--- src/rtl/rst_seq_pkg.sv ---
// rst_seq_pkg: shared types and constants for the rst_seq reset sequencer.
//   state_e    - sequencer FSM state encoding (also exported on state_o)
//   LOSS_CNT_W - width of the optional lock-loss counter (RST_SEQ_LOSS_CNT_EN)
package rst_seq_pkg;

    typedef enum logic [1:0] {
        WAIT_LOCK = 2'd0,
        RELEASE   = 2'd1,
        RUN       = 2'd2,
        HOLD      = 2'd3
    } state_e;

    localparam int unsigned LOSS_CNT_W = 8;

endpackage : rst_seq_pkg

--- src/rtl/rst_seq_bit_sync.sv ---
// rst_seq_bit_sync: SYNC_STAGES-deep flop chain that brings a single
// asynchronous bit into the clk_i domain. All stages reset to 0.
//   clk_i    in  system clock
//   rst_n_i  in  asynchronous active-low reset
//   d_i      in  asynchronous input bit
//   q_o      out synchronised bit (last stage)
module rst_seq_bit_sync #(
    parameter int unsigned SYNC_STAGES = 2
) (
    input  logic clk_i,
    input  logic rst_n_i,
    input  logic d_i,
    output logic q_o
);

    logic [SYNC_STAGES-1:0] sync_q;
    logic [SYNC_STAGES-1:0] sync_d;

    always_comb begin
        sync_d = {sync_q[SYNC_STAGES-2:0], d_i};
    end

    always_ff @(posedge clk_i or negedge rst_n_i) begin
        if (!rst_n_i) begin
            sync_q <= '0;
        end else begin
            sync_q <= sync_d;
        end
    end

    assign q_o = sync_q[SYNC_STAGES-1];

endmodule : rst_seq_bit_sync

--- src/rtl/rst_seq.sv ---
// rst_seq: reset sequencer. Qualifies a synchronised PLL-lock signal for
// LOCK_FILT cycles, then releases rst_n_o[0..N_RST-1] one at a time,
// STAGE_DLY cycles apart. Lock loss or a software reset re-asserts all
// outputs; a software reset additionally holds them for HOLD_CYC cycles.
//   clk_i      in  system clock
//   rst_n_i    in  asynchronous active-low reset (pre-synchronised release)
//   lock_i     in  PLL lock, asynchronous to clk_i
//   sw_rst_i   in  software reset request, synchronous
//   rst_n_o    out sequenced active-low resets, bit 0 first (flop outputs)
//   done_o     out all outputs released (state RUN)
//   state_o    out FSM state for debug
//   loss_cnt_o out saturating lock-loss event count, only when the macro
//                  RST_SEQ_LOSS_CNT_EN is defined
module rst_seq
    import rst_seq_pkg::*;
#(
    parameter int unsigned N_RST       = 6,
    parameter int unsigned STAGE_DLY   = 16,
    parameter int unsigned LOCK_FILT   = 8,
    parameter int unsigned SYNC_STAGES = 2,
    parameter int unsigned HOLD_CYC    = 4
) (
    input  logic             clk_i,
    input  logic             rst_n_i,
    input  logic             lock_i,
    input  logic             sw_rst_i,
    output logic [N_RST-1:0] rst_n_o,
    output logic             done_o,
    output logic [1:0]       state_o
`ifdef RST_SEQ_LOSS_CNT_EN
    ,
    output logic [LOSS_CNT_W-1:0] loss_cnt_o
`endif
);

    localparam int unsigned LF_W   = $clog2(LOCK_FILT) + 1;
    localparam int unsigned DLY_W  = $clog2(STAGE_DLY) + 1;
    localparam int unsigned STG_W  = $clog2(N_RST) + 1;
    localparam int unsigned HOLD_W = $clog2(HOLD_CYC) + 1;

    localparam logic [LF_W-1:0]   LF_LAST   = LF_W'(LOCK_FILT - 1);
    localparam logic [DLY_W-1:0]  DLY_LAST  = DLY_W'(STAGE_DLY - 1);
    localparam logic [STG_W-1:0]  STG_LAST  = STG_W'(N_RST - 1);
    localparam logic [HOLD_W-1:0] HOLD_LAST = HOLD_W'(HOLD_CYC - 1);

    logic lock_s;

    state_e             state_q, state_d;
    logic [N_RST-1:0]   rst_q,   rst_d;
    logic               done_q,  done_d;
    logic [LF_W-1:0]    lf_q,    lf_d;
    logic [DLY_W-1:0]   dly_q,   dly_d;
    logic [STG_W-1:0]   stg_q,   stg_d;
    logic [HOLD_W-1:0]  hold_q,  hold_d;
    logic [STG_W-1:0]   stg_nxt;

    rst_seq_bit_sync #(
        .SYNC_STAGES(SYNC_STAGES)
    ) u_lock_sync (
        .clk_i  (clk_i),
        .rst_n_i(rst_n_i),
        .d_i    (lock_i),
        .q_o    (lock_s)
    );

    always_comb begin
        state_d = state_q;
        rst_d   = rst_q;
        done_d  = done_q;
        lf_d    = lf_q;
        dly_d   = dly_q;
        stg_d   = stg_q;
        hold_d  = hold_q;
        stg_nxt = stg_q + 1'b1;

        unique case (state_q)
            WAIT_LOCK: begin
                rst_d  = '0;
                done_d = 1'b0;
                dly_d  = '0;
                stg_d  = '0;
                hold_d = '0;
                // A software reset here only restarts the lock filter;
                // outputs are already asserted so HOLD adds nothing.
                if (sw_rst_i || !lock_s) begin
                    lf_d = '0;
                end else if (lf_q == LF_LAST) begin
                    lf_d     = '0;
                    rst_d[0] = 1'b1;
                    if (N_RST == 1) begin
                        state_d = RUN;
                        done_d  = 1'b1;
                    end else begin
                        state_d = RELEASE;
                    end
                end else begin
                    lf_d = lf_q + 1'b1;
                end
            end

            RELEASE, RUN: begin
                if (sw_rst_i) begin
                    state_d = HOLD;
                    rst_d   = '0;
                    done_d  = 1'b0;
                    lf_d    = '0;
                    dly_d   = '0;
                    stg_d   = '0;
                    hold_d  = '0;
                end else if (!lock_s) begin
                    state_d = WAIT_LOCK;
                    rst_d   = '0;
                    done_d  = 1'b0;
                    lf_d    = '0;
                    dly_d   = '0;
                    stg_d   = '0;
                    hold_d  = '0;
                end else if (state_q == RELEASE) begin
                    if (dly_q == DLY_LAST) begin
                        dly_d = '0;
                        stg_d = stg_nxt;
                        // Bits are released strictly in order, so only the
                        // bit selected by the new stage index is set.
                        for (int unsigned i = 0; i < N_RST; i++) begin
                            if (stg_nxt == STG_W'(i)) begin
                                rst_d[i] = 1'b1;
                            end
                        end
                        if (stg_nxt == STG_LAST) begin
                            state_d = RUN;
                            done_d  = 1'b1;
                        end
                    end else begin
                        dly_d = dly_q + 1'b1;
                    end
                end
            end

            HOLD: begin
                rst_d  = '0;
                done_d = 1'b0;
                lf_d   = '0;
                // lock_s is deliberately ignored while holding.
                if (sw_rst_i) begin
                    hold_d = '0;
                end else if (hold_q == HOLD_LAST) begin
                    hold_d  = '0;
                    state_d = WAIT_LOCK;
                end else begin
                    hold_d = hold_q + 1'b1;
                end
            end

            default: begin
                state_d = WAIT_LOCK;
                rst_d   = '0;
                done_d  = 1'b0;
                lf_d    = '0;
                dly_d   = '0;
                stg_d   = '0;
                hold_d  = '0;
            end
        endcase
    end

    always_ff @(posedge clk_i or negedge rst_n_i) begin
        if (!rst_n_i) begin
            state_q <= WAIT_LOCK;
            rst_q   <= '0;
            done_q  <= 1'b0;
            lf_q    <= '0;
            dly_q   <= '0;
            stg_q   <= '0;
            hold_q  <= '0;
        end else begin
            state_q <= state_d;
            rst_q   <= rst_d;
            done_q  <= done_d;
            lf_q    <= lf_d;
            dly_q   <= dly_d;
            stg_q   <= stg_d;
            hold_q  <= hold_d;
        end
    end

    assign rst_n_o = rst_q;
    assign done_o  = done_q;
    assign state_o = state_q;

`ifdef RST_SEQ_LOSS_CNT_EN
    logic                  lock_lost;
    logic [LOSS_CNT_W-1:0] loss_q, loss_d;

    // Counts only lock-triggered exits from RELEASE/RUN; a simultaneous
    // software reset takes priority and is not a loss event.
    always_comb begin
        lock_lost = ((state_q == RELEASE) || (state_q == RUN)) && !lock_s && !sw_rst_i;
        loss_d    = loss_q;
        if (lock_lost && (loss_q != '1)) begin
            loss_d = loss_q + 1'b1;
        end
    end

    always_ff @(posedge clk_i or negedge rst_n_i) begin
        if (!rst_n_i) begin
            loss_q <= '0;
        end else begin
            loss_q <= loss_d;
        end
    end

    assign loss_cnt_o = loss_q;
`endif

endmodule : rst_seq
--- config.mk ---
export PLATFORM = sky130hd
export DESIGN_NAME = rst_seq
export DESIGN_NICKNAME = d
export VERILOG_FILES = /design/src/rtl/rst_seq_pkg.sv /design/src/rtl/rst_seq_bit_sync.sv /design/src/rtl/rst_seq.sv
export SDC_FILE = /design/constraint.sdc
export NUM_CORES = 1
export LEC_CHECK = 0
export BUFFER_PORTS_ARGS = -buffer_cell sky130_fd_sc_hd__buf_2
export CORE_MARGIN = 5
export CORE_UTILIZATION = 53
export CTS_BUF_LIST = sky130_fd_sc_hd__clkbuf_16
export DETAILED_ROUTE_END_ITERATION = 6
export PLACE_DENSITY = 0.72
export SLEW_MARGIN = 20
export SYNTH_ARGS = -nofsm -noshare
export SYNTH_HDL_FRONTEND = slang
export SYNTH_SLANG_ARGS = --single-unit
--- constraint.sdc ---
create_clock -name clk_i -period 4.3 [get_ports clk_i]
set_input_delay 0.86 -clock clk_i [delete_from_list [all_inputs] [get_ports clk_i]]
set_output_delay 0.86 -clock clk_i [all_outputs]
set_load 0.02 [all_outputs]
After elaboration in Yosys (flattened, before gate mapping)
Cells that the tools add are included.
{"block": "classes", "addsub": 4, "eq_ne": 24, "n_mux": 48, "reduce_logical": 16}
{"operator": "2-to-1 mux 4 bit", "count": 8}
{"operator": "!= test 4 bit (second input constant)", "count": 8}
{"operator": "2-to-1 mux 6 bit", "count": 4}
{"operator": "AND reduction 3 bit", "count": 7}
{"operator": "2-to-1 mux 5 bit", "count": 4}
{"operator": "2-to-1 mux 2 bit", "count": 9}
{"operator": "one-hot mux 6 bit (3 select lines)", "count": 1}
{"operator": "== test 4 x 3 -> 1 bit (second input constant)", "count": 3}
{"operator": "2-to-1 mux 1 bit", "count": 12}
{"operator": "2-to-1 mux 3 bit", "count": 4}
{"operator": "one-hot mux 4 bit (3 select lines)", "count": 1}
{"operator": "one-hot mux 5 bit (2 select lines)", "count": 1}
{"operator": "one-hot mux 3 bit (3 select lines)", "count": 1}
{"operator": "adder 4 x 1 -> 4 bit (second input constant)", "count": 2}
{"operator": "== test 4 x 2 -> 1 bit (second input constant)", "count": 2}
{"operator": "!= test 2 bit (second input constant)", "count": 4}
{"operator": "one-hot mux 4 bit (2 select lines)", "count": 1}
{"operator": "AND reduction 7 bit", "count": 1}
{"operator": "one-hot mux 2 bit (3 select lines)", "count": 1}
{"operator": "adder 5 x 1 -> 5 bit (second input constant)", "count": 1}
{"operator": "== test 5 x 4 -> 1 bit (second input constant)", "count": 1}
{"operator": "== test 2 bit (second input constant)", "count": 2}
{"operator": "== test 4 x 1 -> 1 bit (second input constant)", "count": 1}
{"operator": "logical NOT 4 bit", "count": 1}
{"operator": "11 further kinds", "count": 12}
{"block": "totals", "regBits": 27, "elab_cells": 105}

Logic depth before layout (Yosys ltp)
{"block": "depth", "word_depth": 8, "ltp_mapped": 7}

Cells and area by module
Synthesis repeated with hierarchy kept, for this count alone.
{"block": "hier_totals", "hier_cells": 161, "area_unflattened_um2": 1576.5}
{"mod": "rst_seq", "instances": 1, "cells_per_inst": 159, "area_each_um2": 1526.5, "seq_area_each_um2": 625.6}
{"mod": "rst_seq_bit_sync", "instances": 1, "cells_per_inst": 2, "area_each_um2": 50.0, "seq_area_each_um2": 50.0}

Worst setup path before layout
Ideal clock, no wire load.
{"block": "synth_timing", "path_type": "input-to-reg", "startpoint": "input port sw_rst_i", "endpoint": "register dly_q[3]", "setup_ps": 126, "arrival_ps": 1698, "path_slack_ps": 2477, "cell_stages": 6, "path_cell_list": "buf_4 and3b_1 buf_2 a211oi_2 xnor2_1 nor2_1"}
{"block": "synth_between", "elab_chain_cells": 2}
{"element": "from (decl)", "line_no": "rst_seq.sv:26", "text": "input logic sw_rst_i,"}
{"element": "!= test 4 bit (no source line) or 2-to-1 mux 5 bit (tied branches)"}
{"element": "AND reduction 2 bit (no source line) or one-hot mux 5 bit (2 select lines) (tied branches)"}
{"element": "to (signal assigned)", "line_no": "rst_seq.sv:180", "text": "dly_q <= dly_d;"}
{"element": "to (decl)", "line_no": "rst_seq.sv:52", "text": "logic [DLY_W-1:0] dly_q, dly_d;"}
Parallel ways exist; a longest one is shown, timed or not.
A chain may end at the register's enable or synchronous reset.

Worst setup path in the final report
{"block": "layout_timing", "startpoint": "register state_q[1], in the netlist state_o[1]", "endpoint": "register dly_q[3]"}
{"block": "layout_between", "elab_chain_cells": 4}
{"element": "from (decl)", "line_no": "rst_seq.sv:48", "text": "state_e state_q, state_d;"}
{"element": "from (signal assigned)", "line_no": "rst_seq.sv:176", "text": "state_q <= state_d;"}
{"element": "== test 2 x 1 -> 1 bit or == test 2 bit (tied branches)", "line_no": "rst_seq.sv:76, rst_seq.sv:118"}
{"element": "OR reduction 2 bit", "line_no": "rst_seq.sv:76", "text": "unique case (state_q)"}
{"element": "!= test 4 bit (no source line) or nonzero test 2 bit (tied branches)"}
{"element": "AND reduction 2 bit (no source line)"}
Parallel ways exist; a longest one is shown, timed or not.

==> results_dict.tcl <==
set metrics [dict create \
    place_congestion 0.770 \
    initial_core_util_pct 55.1 \
    wl_met2_mm 1.47 \
    finalHoldViolCount 0 \
    cts_hold_buf 0 \
    fin_crit_sh_pct 51.0 \
    skew_ns 0.00294 \
    synth_seq_cells 26 \
    finish.utilization_pct 60.2 \
    setup_viol 0 \
    drt-initial-drc-count 32 \
    hold_path.class "reg -> reg" \
    pin_count 13 \
    cts_buffers 3 \
    final_cells 198 \
    dp_cells 194 \
    ant_nets 0 \
    crit_type "reg -> reg" \
    async_reset_ff_share_pct 100 \
    wl_met3_um 55 \
    cts_tree "yes" \
    die_height_um 63.3 \
    end_kind "register" \
    core.rowCount 19 \
    drcViolationCount 0 \
    antenna_found_initial 0 \
    drv_cap 0 \
    critical_path_arrival_ns 2.33 \
    ys_seq_area_share_pct 43.2 \
    routed_wl_mm 2.83 \
    htree_num_levels 1 \
    synth.distinct_cells 40 \
    max_slew.worst_pin.slew_ns 0.624 \
    finalInstanceArea_mm2 0.00165 \
    crit_required_ns 4.43 \
    worstPathMaxFanout 17 \
    synth_edf_count 0 \
    fp.coreArea_mm2 0.00273 \
    report.final.slew_viol_count 0 \
    ir_drop_mv 0.365 \
    diodes 0 \
    finalNetCount 183 \
    netlist_area_mm2 0.00151 \
    grtUsageTotal_pct 16.1 \
    cts_setup_buffers 0 \
    via_count 1135 \
    fillCellCount 246 \
    drive_above_1_share_pct 12.6 \
    grt_pass1_wl_mm 5.32 \
    cts-root-buf "clkbuf_16" \
    multi_input_area_um2 787 \
    ctsResizeCount 0 \
    met1_length_mm 1.27 \
    startpoint_type "register" \
    dieArea_mm2 0.00401 \
    wl_per_cell_um 14.3 \
    mostFrequentLayoutCell "dfrtp_1" \
    cts_max_path_buffers 2 \
    first_pass_iters 4 \
    dp_hpwl_mm 2.13 \
    clkSlewWorstSetupHoldPaths_ns 0.06 \
    dr.max_layer_used "met4" \
    rsz0062_at_grt "false" \
    fin_setup_tns_ns 0 \
    insertion_delay_ns 0.25 \
    p_per_area_mw_per_mm2 466 \
    status "finished clean" \
    grt_pass1_vias 1212 \
    seq_area_um2 651 \
    die_w_um 63.3 \
    io_buffers 12 \
    post_dp_cell_area_mm2 0.00157 \
    grt_max_degree 27 \
    max_freq_ghz 0.456 \
    leakagePower_nw 0.781 \
    viasPerCell 5.73 \
    synth_flop_cell "dfrtp_1" \
    min_period_ns 2.19 \
    synthCells 158 \
    mostFrequentLayoutCells "dfrtp_1 (26), nand2_1 (19), o21ai_0 (12), buf_2 (12), ha_1 (11)" \
    synthesis.nets 173 \
    clock_sinks 26 \
    relSlewSlack_pct 58.4 \
    synth_area_per_cell_um2 9.53 \
    synthToLayoutAreaGrowth_pct 9.31 \
    grt-ovfl-total 0 \
    ff2ff_setup_slack_ns 2.11 \
    finalPower_uw 767 \
    yosys_warnings 0 \
]
-- cell usage after synthesis, types with 2 or more instances --
| cell | number | area [um^2] |
|---|---|---|
| a21oi_1 | 5 | 25.0 |
| nand4b_1 | 3 | 26.3 |
| dfrtp_1 | 26 | 651 |
| nor4_1 | 3 | 18.8 |
| or3_1 | 2 | 12.5 |
| nand3_1 | 10 | 50.1 |
| xnor2_1 | 3 | 26.3 |
| ha_1 | 11 | 138 |
| inv_1 | 8 | 30.0 |
| nand3b_1 | 4 | 30.0 |
| o31ai_1 | 2 | 15.0 |
| mux2i_1 | 2 | 20.0 |
| a21o_1 | 2 | 15.0 |
| o21a_1 | 3 | 22.5 |
| nor3_1 | 2 | 10.0 |
| o21ai_0 | 12 | 60.1 |
| nor2b_1 | 4 | 25.0 |
| buf_4 | 2 | 15.0 |
| nand2_1 | 19 | 71.3 |
| buf_2 | 3 | 15.0 |
| nand2b_1 | 3 | 18.8 |
| and3_1 | 2 | 12.5 |
| and3b_1 | 2 | 17.5 |
| nor2_1 | 9 | 33.8 |
-- routing by layer --
| layer | track usage (%) | vias to the layer above |
|---|---|---|
| met4 | 6.23 | 0 |
| met3 | 2.66 | 4 |
| met2 | 29.2 | 8 |
| li1 | - | 570 |
| met1 | 18.6 | 553 |
| met5 | 0 | - |
-- flip-flops by register name, indices dropped and copies added, names as in the netlist --
register,cells
u_lock_sync.sync_q,2
hold_q,3
dly_q,5
rst_n_o,6
state_o,2
stg_q,4
lf_q,4
-- logic make-up after synthesis --
group                    count (synthesis)  synth area share (%)
buffers and inverters                   15                  4.49
XOR/XNOR                                 5                  3.41
AND/OR/NAND/NOR                         67                  23.9
AO/OA/AOI/OAI                           32                  14.5
adder cells (fa/ha/maj)                 11                  9.14
flip-flops                              26                  43.2
multiplexers                             2                  1.33
-- worst paths after layout --
check,startpoint,end,depth (start not counted)
hold reg to reg,u_lock_sync.sync_q[0],u_lock_sync.sync_q[1],0
setup / recovery,state_o[1],dly_q[3],6
min in group asynchronous,rst_n_i,u_lock_sync.sync_q[1],1
hold / removal,u_lock_sync.sync_q[0],u_lock_sync.sync_q[1],0
setup reg to reg,state_o[1],dly_q[3],6
max in group asynchronous,rst_n_i,rst_n_o[5],1
-- per-stage QoR --
stage                     worst slack [ns]  hold slack [ns]
after global placement                2.18            0.332
after global routing                  1.87            0.372
after CTS                             2.07            0.351
final                                 2.11            0.348
after detailed placement              2.09            0.337
after floorplan                       2.48            0.331
-- critical path, stage by stage (launching register included) --
cell and delay [ns]:
dfrtp_1 0.40, inv_1 0.11, ha_1 0.55, and3b_1 0.63
a211oi_2 0.16, xnor2_1 0.18, nor2_1 0.05
-- report_power, final --
| part | total (mW) | internal (mW) | leakage [nW] | switching (mW) |
|---|---|---|---|---|
| Clock | 0.201 | 0.124 | 0.0385 | 0.0768 |
| Combinational | 0.283 | 0.0956 | 0.388 | 0.187 |
| Sequential | 0.284 | 0.265 | 0.354 | 0.0192 |
-- area by class of cell --
cell class	instances	area share (%)
clock buffer	3	4.56
tap	31	2.36
multi-input combinational	117	47.8
timing repair buffer	12	3.65
clock inverter	1	0.228
inverter	8	1.83
sequential	26	39.5
Power figures use the tool's default switching activity.
